File: src/rtl/sha3_msg_sequencer_if.sv
// Signal bundle between the message sequencer, its byte source, the sha3 core
// and the digest consumer. master = sequencer side, slave = environment side.
interface sha3_msg_sequencer_if;
   logic [7:0]   s_data;
   logic         s_valid;
   logic         s_last;
   logic         s_ready;
   logic [63:0]  core_in;
   logic         core_in_ready;
   logic         core_is_last;
   logic [2:0]   core_byte_num;
   logic         core_buffer_full;
   logic [511:0] core_out;
   logic         core_out_ready;
   logic         core_reset;
   logic [511:0] digest;
   logic         digest_valid;
   logic         digest_ack;
   logic         busy;
   logic         err;

   modport master (
      input  s_data, s_valid, s_last, core_buffer_full, core_out, core_out_ready, digest_ack,
      output s_ready, core_in, core_in_ready, core_is_last, core_byte_num, core_reset,
             digest, digest_valid, busy, err
   );

   modport slave (
      output s_data, s_valid, s_last, core_buffer_full, core_out, core_out_ready, digest_ack,
      input  s_ready, core_in, core_in_ready, core_is_last, core_byte_num, core_reset,
             digest, digest_valid, busy, err
   );
endinterface

File: src/rtl/sha3_msg_sequencer.sv
// Packs a byte stream into 64-bit words for the sha3 core, terminates the message,
// captures the digest until acknowledged and then resets the core.
module sha3_msg_sequencer #(
   parameter int TIMEOUT = 4096,
   parameter int TO_W    = 12
) (
   input  logic clk,
   input  logic reset,
   sha3_msg_sequencer_if.master bus
);

   typedef enum logic [2:0] {
      IDLE, COLLECT, ISSUE, ISSUE_PAD, WAIT_DIGEST, HOLD, CORE_RST
   } state_t;

   localparam logic [TO_W-1:0] TO_LAST = TO_W'(TIMEOUT - 1);

   state_t          state_q;
   logic [3:0]      cnt_q;
   logic            last_q;
   logic            issue_q;
   logic [TO_W-1:0] to_cnt_q;
   logic            s_ready_q;
   logic            is_last_q;
   logic [2:0]      byte_num_q;
   logic            core_reset_q;
   logic [511:0]    digest_q;
   logic            digest_valid_q;
   logic            busy_q;
   logic            err_q;

   logic            accept;
   logic            strobe;
   logic [3:0]      cnt_inc;
   logic [2:0]      wr_idx;
   logic            lane_clr;
   logic [63:0]     word;

   assign accept   = bus.s_valid & s_ready_q;
   // issue_q arms the strobe; the core's back-pressure gates it in the same cycle
   assign strobe   = issue_q & ~bus.core_buffer_full;
   assign cnt_inc  = cnt_q + 4'd1;
   assign wr_idx   = (state_q == IDLE) ? 3'd0 : cnt_q[2:0];
   assign lane_clr = (state_q == IDLE) || ((state_q == ISSUE) && strobe);

   for (genvar gi = 0; gi < 8; gi++) begin : g_lane
      logic [7:0] lane_q;
      always_ff @(posedge clk) begin
         if (reset) begin
            lane_q <= '0;
         end else if (accept && (wr_idx == 3'(gi))) begin
            lane_q <= bus.s_data;
         end else if (lane_clr) begin
            lane_q <= '0;
         end
      end
      assign word[63-8*gi -: 8] = lane_q;
   end

   always_ff @(posedge clk) begin
      if (reset) begin
         state_q        <= IDLE;
         cnt_q          <= '0;
         last_q         <= 1'b0;
         issue_q        <= 1'b0;
         to_cnt_q       <= '0;
         s_ready_q      <= 1'b0;
         is_last_q      <= 1'b0;
         byte_num_q     <= '0;
         core_reset_q   <= 1'b1;
         digest_q       <= '0;
         digest_valid_q <= 1'b0;
         busy_q         <= 1'b0;
         err_q          <= 1'b0;
      end else begin
         core_reset_q <= 1'b0;
         case (state_q)
            IDLE: begin
               s_ready_q <= 1'b1;
               if (accept) begin
                  cnt_q  <= 4'd1;
                  last_q <= bus.s_last;
                  err_q  <= 1'b0;
                  busy_q <= 1'b1;
                  if (bus.s_last) begin
                     state_q    <= ISSUE;
                     s_ready_q  <= 1'b0;
                     issue_q    <= 1'b1;
                     is_last_q  <= 1'b1;
                     byte_num_q <= 3'd1;
                  end else begin
                     state_q <= COLLECT;
                  end
               end
            end
            COLLECT: begin
               if (accept) begin
                  cnt_q  <= cnt_inc;
                  last_q <= bus.s_last;
                  if (bus.s_last || (cnt_inc == 4'd8)) begin
                     state_q    <= ISSUE;
                     s_ready_q  <= 1'b0;
                     issue_q    <= 1'b1;
                     // a full last word goes out as a normal word; the pad word terminates
                     is_last_q  <= bus.s_last && (cnt_inc != 4'd8);
                     byte_num_q <= cnt_inc[2:0];
                  end
               end
            end
            ISSUE: begin
               if (strobe) begin
                  issue_q    <= 1'b0;
                  is_last_q  <= 1'b0;
                  byte_num_q <= '0;
                  if (!last_q) begin
                     state_q   <= COLLECT;
                     cnt_q     <= '0;
                     s_ready_q <= 1'b1;
                  end else if (cnt_q == 4'd8) begin
                     state_q <= ISSUE_PAD;
                  end else begin
                     state_q  <= WAIT_DIGEST;
                     to_cnt_q <= '0;
                  end
               end
            end
            ISSUE_PAD: begin
               // first cycle here is a gap so two strobes are never adjacent
               if (!issue_q) begin
                  issue_q    <= 1'b1;
                  is_last_q  <= 1'b1;
                  byte_num_q <= '0;
               end else if (strobe) begin
                  issue_q   <= 1'b0;
                  is_last_q <= 1'b0;
                  state_q   <= WAIT_DIGEST;
                  to_cnt_q  <= '0;
               end
            end
            WAIT_DIGEST: begin
               if (bus.core_out_ready) begin
                  digest_q       <= bus.core_out;
                  digest_valid_q <= 1'b1;
                  state_q        <= HOLD;
               end else if (to_cnt_q == TO_LAST) begin
                  err_q        <= 1'b1;
                  state_q      <= CORE_RST;
                  core_reset_q <= 1'b1;
               end else begin
                  to_cnt_q <= to_cnt_q + TO_W'(1);
               end
            end
            HOLD: begin
               if (bus.digest_ack) begin
                  digest_valid_q <= 1'b0;
                  state_q        <= CORE_RST;
                  core_reset_q   <= 1'b1;
               end
            end
            CORE_RST: begin
               state_q   <= IDLE;
               s_ready_q <= 1'b1;
               busy_q    <= 1'b0;
               cnt_q     <= '0;
            end
            default: state_q <= IDLE;
         endcase
      end
   end

   assign bus.s_ready       = s_ready_q;
   assign bus.core_in       = word;
   assign bus.core_in_ready = strobe;
   assign bus.core_is_last  = is_last_q;
   assign bus.core_byte_num = byte_num_q;
   assign bus.core_reset    = core_reset_q;
   assign bus.digest        = digest_q;
   assign bus.digest_valid  = digest_valid_q;
   assign bus.busy          = busy_q;
   assign bus.err           = err_q;

endmodule

File: src/flat_wrapper.sv
// flat-port wrapper written by rule: the top's interface ports become plain ports
module sha3_msg_sequencer_flat 
#(
   parameter int TIMEOUT = 4096,
   parameter int TO_W    = 12
)
  (clk, reset, bus_s_data, bus_s_valid, bus_s_last, bus_core_buffer_full, bus_core_out, bus_core_out_ready, bus_digest_ack, bus_s_ready, bus_core_in, bus_core_in_ready, bus_core_is_last, bus_core_byte_num, bus_core_reset, bus_digest, bus_digest_valid, bus_busy, bus_err);
  sha3_msg_sequencer_if bus_i ();
  input  logic clk;
  input  logic reset;
  input wire logic [$bits(bus_i.s_data)-1:0] bus_s_data;
  input wire logic [$bits(bus_i.s_valid)-1:0] bus_s_valid;
  input wire logic [$bits(bus_i.s_last)-1:0] bus_s_last;
  input wire logic [$bits(bus_i.core_buffer_full)-1:0] bus_core_buffer_full;
  input wire logic [$bits(bus_i.core_out)-1:0] bus_core_out;
  input wire logic [$bits(bus_i.core_out_ready)-1:0] bus_core_out_ready;
  input wire logic [$bits(bus_i.digest_ack)-1:0] bus_digest_ack;
  output wire logic [$bits(bus_i.s_ready)-1:0] bus_s_ready;
  output wire logic [$bits(bus_i.core_in)-1:0] bus_core_in;
  output wire logic [$bits(bus_i.core_in_ready)-1:0] bus_core_in_ready;
  output wire logic [$bits(bus_i.core_is_last)-1:0] bus_core_is_last;
  output wire logic [$bits(bus_i.core_byte_num)-1:0] bus_core_byte_num;
  output wire logic [$bits(bus_i.core_reset)-1:0] bus_core_reset;
  output wire logic [$bits(bus_i.digest)-1:0] bus_digest;
  output wire logic [$bits(bus_i.digest_valid)-1:0] bus_digest_valid;
  output wire logic [$bits(bus_i.busy)-1:0] bus_busy;
  output wire logic [$bits(bus_i.err)-1:0] bus_err;
  assign bus_i.s_data = bus_s_data;
  assign bus_i.s_valid = bus_s_valid;
  assign bus_i.s_last = bus_s_last;
  assign bus_i.core_buffer_full = bus_core_buffer_full;
  assign bus_i.core_out = bus_core_out;
  assign bus_i.core_out_ready = bus_core_out_ready;
  assign bus_i.digest_ack = bus_digest_ack;
  assign bus_s_ready = bus_i.s_ready;
  assign bus_core_in = bus_i.core_in;
  assign bus_core_in_ready = bus_i.core_in_ready;
  assign bus_core_is_last = bus_i.core_is_last;
  assign bus_core_byte_num = bus_i.core_byte_num;
  assign bus_core_reset = bus_i.core_reset;
  assign bus_digest = bus_i.digest;
  assign bus_digest_valid = bus_i.digest_valid;
  assign bus_busy = bus_i.busy;
  assign bus_err = bus_i.err;
  sha3_msg_sequencer #(.TIMEOUT(TIMEOUT), .TO_W(TO_W)) u_core (.clk(clk), .reset(reset), .bus(bus_i));
endmodule
File: config.mk
export PLATFORM = sky130hd
export DESIGN_NAME = sha3_msg_sequencer_flat
export DESIGN_NICKNAME = d
export VERILOG_FILES = /design/src/rtl/sha3_msg_sequencer_if.sv /design/src/rtl/sha3_msg_sequencer.sv /design/src/flat_wrapper.sv
export SDC_FILE = /design/constraint.sdc
export NUM_CORES = 1
export LEC_CHECK = 0
export CORE_AREA = 2 2 431 433
export CTS_CLUSTER_SIZE = 16
export DETAILED_ROUTE_END_ITERATION = 16
export DIE_AREA = 0 0 433 435
export SYNTH_ARGS = -nofsm -noshare
export SYNTH_HDL_FRONTEND = slang
export SYNTH_SLANG_ARGS = --single-unit
File: constraint.sdc
create_clock -name clk -period 7.4 [get_ports clk]
set_clock_uncertainty 0.15 [all_clocks]
set_input_delay 2.22 -clock clk [delete_from_list [all_inputs] [get_ports clk]]
set_output_delay 2.22 -clock clk [all_outputs]
set_load 0.02 [all_outputs]
==> Word level (Yosys, flattened, before mapping) <==
Index checks and enable logic that the tools add are counted.
{ "op_classes": {"n_addsub": 2, "eq_ne": 34, "muxes": 76, "bitwise": 3, "reduce_logical": 41} }
{ "ops": {"columns": ["op", "count"], "rows": [
  ["$mux W12", 7],
  ["$mux W8", 9],
  ["$mux W3", 18],
  ["$pmux W12 S3", 1],
  ["$mux W1", 26],
  ["$reduce_bool A2 Y1", 11],
  ["$eq A3 B3 Y1 const B", 7],
  ["$pmux W3 S6", 1],
  ["$mux W4", 4],
  ["$ne A2 B1 Y1 const B", 8],
  ["$ne A2 B2 Y1 const B", 8],
  ["$pmux W4 S4", 1],
  ["$reduce_and A8 Y1", 2],
  ["$reduce_and A5 Y1", 3],
  ["$add A12 B1 Y12 const B", 1],
  ["$eq A12 B12 Y1 const B", 1],
  ["$eq A3 B2 Y1 const B", 4],
  ["$pmux W1 S4", 3],
  ["$pmux W3 S4", 1],
  ["$logic_and A1 B1 Y1", 10],
  ["$eq A4 B4 Y1 const B", 2],
  ["$pmux W1 S2", 4],
  ["$reduce_bool A4 Y1", 2],
  ["$reduce_and A7 Y1", 1],
  ["other kinds (15)", 21]
]} }
{ "word_totals": {"reg_bits": 606, "inputBits": 527, "out_inout_bits": 586, "wordCells": 177} }

==> Logic depth before layout (Yosys ltp) <==
{ "depth": {"ltp_word": 6, "mapped_depth": 9, "depth_no_buf": 7} }

==> Worst setup path after synthesis <==
Ideal clock, no wire load.
{ "synth_timing": {"kind": "input port to output port", "from": "input port bus_core_buffer_full", "to": "output port bus_core_in_ready", "arrival_time_ns": 2.636, "required_time_ns": 5.030, "setup_slack_ns": 2.394, "cell_stages": 2, "path_buffers": 0, "path_cell_list": "nand2b_1 inv_1"} }
{ "synth_between": {"elab_chain_len": 2} }
{ "synth_rtl": {"columns": ["item", "line", "text"], "rows": [
  ["start, declared", "flat_wrapper.sv:14", "input wire logic [$bits(bus_i.core_buffer_full)-1:0] bus_core_buffer_full;"],
  ["$not A1 Y1", "sha3_msg_sequencer.sv:41", "assign strobe = issue_q & ~bus.core_buffer_full;"],
  ["$and A1 B1 Y1", "sha3_msg_sequencer.sv:41", null],
  ["end, declared", "flat_wrapper.sv:20", "output wire logic [$bits(bus_i.core_in_ready)-1:0] bus_core_in_ready;"]
]} }
No other way between the ends.

==> Worst setup path after layout <==
Same ends and word-level chain as after synthesis.

==> flow_summary.ini <==
[timing]
fin_crit_ps = 6190
timing.final.ws_setup_ps = 1210
fmax_mhz = 162
finalSetupTns_ps = 0
slew_headroom = 0.214
setup_viol = 0
rsz0062_at_grt = false
finalHoldViolations = 0
drv_slew = 0
worst_pin_slew_ps = 1170
period_share = 0.836

[grt]
grt_pass1_vias = 21900
gr-total-overflow = 0
grt_usage = 0.135
grt_max_degree = 169
grt_pass1_wl_um = 178000
antenna_found_initial = 41

[floorplan]
dieHeight_um = 435
core-area_um2 = 184000
fp-row-count = 158
start_util = 0.117
fp.dieW_um = 433
die_area_um2 = 188000
num_io_pins = 1113

[critical_path]
crit_required_ps = 5030
path_common_cell = clkdlybuf4s50_1
crit_type = input pin to primary output
crit_path_start_kind = input pin
path_cells = clkdlybuf4s50_1 > nand2b_1 > inv_1 > clkdlybuf4s50_1
cpMaxStageDelayCell = clkdlybuf4s50_1
crit_family = buffers and inverters
path_buf_inv = 3
critPathMaxFanout = 7
slowest_delay_ps = 640
arrival_ps = 3820
end_kind = primary output

[clock_network]
cts_root_buf = clkbuf_16
clkSinkCount = 606
cts_resized = 0
cts_buffer_depth = 3
clock_latency_ps = 680
path_clk_slew_ps = 50
cts_tree = built
cts_made_buffers = 77
htree_levels = 3
cts_setup_buffers = 0
cts_hold_buf = 0

[layout]
drive_gt1_frac = 0.0435
area_growth_pct = 76.9
finalNonFillerCells = 6308
fill_cells = 20300
fin_nets = 4285
fin_area_um2 = 37900

[pwr]
finalPower_mw = 8.57
powerDensity_nw_per_um2 = 226
peakVddDrop_uv = 195
p_leak_nw = 11.9

[place]
routabilityCongestion = 0.974
dp_slack_ps = 1180
io_buffers = 1112
placed_cell_area_um2 = 35200
dpl.hpwl_um = 104000
dp_cells = 6156

[route]
finalWirelength_um = 132000
drt-wirelength-per-cell_um = 21.0
drtIter0Drc = 1730
antenna_left = 0
num_vias = 22900
drtPass1Iterations = 6
drc = 0
vias_per_cell = 3.63

[yosys]
ys.flop_type = dfxtp_1
synth_cell_types = 49
synth_common_cells = 1115 x nand2_1, 606 x dfxtp_1, 600 x a21oi_1, 155 x clkbuf_1, 75 x nand3_1
yosys.area.top_type = dfxtp_1
syn_area_per_cell_um2 = 7.81
yosysMostFrequentCell = nand2_1
synth_edf_count = 0
synth_area_um2 = 21400
synth_top_area_share = 0.566
synthCells = 2746
ys_ff_latch = 606
yosys_warnings = 0
syn_nets = 3276
ys_async_sr_fraction = 0
yosys-top-cells-area = dfxtp_1 57%, nand2_1 20%, a21oi_1 14%
ys_seq_area_frac = 0.566

[status]
status = complete, no violations

[hold_path]
hp-class = flop to flop

[job]
cap_violations = 0
-- worst paths after layout --
path,start,end,slack [ps],cells past startpoint
min reg2reg,u_core.bus.digest[83],u_core.bus.digest[83],300,2
max reg2reg,u_core.state_q[2],u_core.bus.digest[410],4210,5
max,bus_core_buffer_full,bus_core_in_ready,1210,4
min,u_core.bus.digest[83],u_core.bus.digest[83],300,2
-- registers in the layout, indices dropped and copies added (netlist names) --
signal	count
u_core.bus.busy	1
u_core.bus.core_byte_num	3
u_core.bus.core_is_last	1
u_core.bus.core_reset	1
u_core.bus.digest	512
u_core.bus.digest_valid	1
u_core.bus.err	1
u_core.bus.s_ready	1
u_core.cnt_q	4
u_core.g_lane.lane_q	64
u_core.issue_q	1
u_core.last_q	1
u_core.state_q	3
u_core.to_cnt_q	12
-- cells in the final DEF (no fill, tap or decap), types with 5 or more instances in the layout --
master              n
o211ai_1            6
diode_2            14
or3_1               7
o21ai_0            14
nand2_1          1115
bufinv_16           7
nor2b_1             6
nand2b_1            7
a21oi_1           600
clkbuf_8           16
clkdlybuf4s50_1  1111
clkbuf_16          77
clkbuf_1           10
dfxtp_1           606
buf_4              10
nor2_1             27
buf_12             14
xor2_1              5
inv_1              10
and3_1              5
nor3_1              9
clkinv_2           13
nand3_1            73
-- power by group --
group	switching, mW	internal (mW)	total [mW]
Clock	1.65	2.35	4.00
Combinational	0.634	0.504	1.14
Sequential	0.0864	3.35	3.44
Total	2.37	6.20	8.57
-- layer usage --
layer,track usage,wire [um],vias up
met5,0,53,-
met4,0.0512,5020,8
met3,0.0411,10300,206
met2,0.242,67900,917
met1,0.147,49100,10800
li1,-,-,11000
-- tightest hold or removal path, delay by kind of cell (launching register included) --
| kind | cells | cell delay, ps |
|---|---|---|
| AOI/OAI and AO/OA | 1 | 50 |
| DFF | 1 | 300 |
| and+or+nand+nor | 1 | 50 |
-- per-stage QoR --
stage / utilization / hold slack, ps
6_report: 0.206 / 302
5_1_grt: 0.206 / 316
4_1_cts: 0.206 / 305
3_5_place_dp: 0.191 / 297
3_3_place_gp: 0.191 / 291
2_1_floorplan: - / 302
-- cell families (layout without fill, tap and decap cells) --
logic type               after synthesis  count (layout)  synth area share
AO/OA/AOI/OAI                        643             643             0.155
XOR/XNOR                               7               7           0.00286
adder cells (fa/ha/maj)                3               3           0.00175
buffers and inverters                216            1284            0.0402
flip-flops                           606             606             0.566
multiplexers                           1               1          0.000467
other                                  0              14                 0
AND/OR/NAND/NOR                     1270            1270             0.234
-- area by class of cell --
cell class | count | area (um^2) | area share
diodes | 14 | 35.0 | 0.000923
well taps | 2480 | 3100 | 0.0818
inverters | 10 | 37.5 | 0.000989
clock buffers | 103 | 2180 | 0.0576
repair buffers | 1136 | 11500 | 0.303
flip-flops and latches | 606 | 12100 | 0.320
multi-input cells | 1924 | 8480 | 0.223
clock inverters | 35 | 488 | 0.0129
No activity file was read; power rests on OpenSTA's default activity.
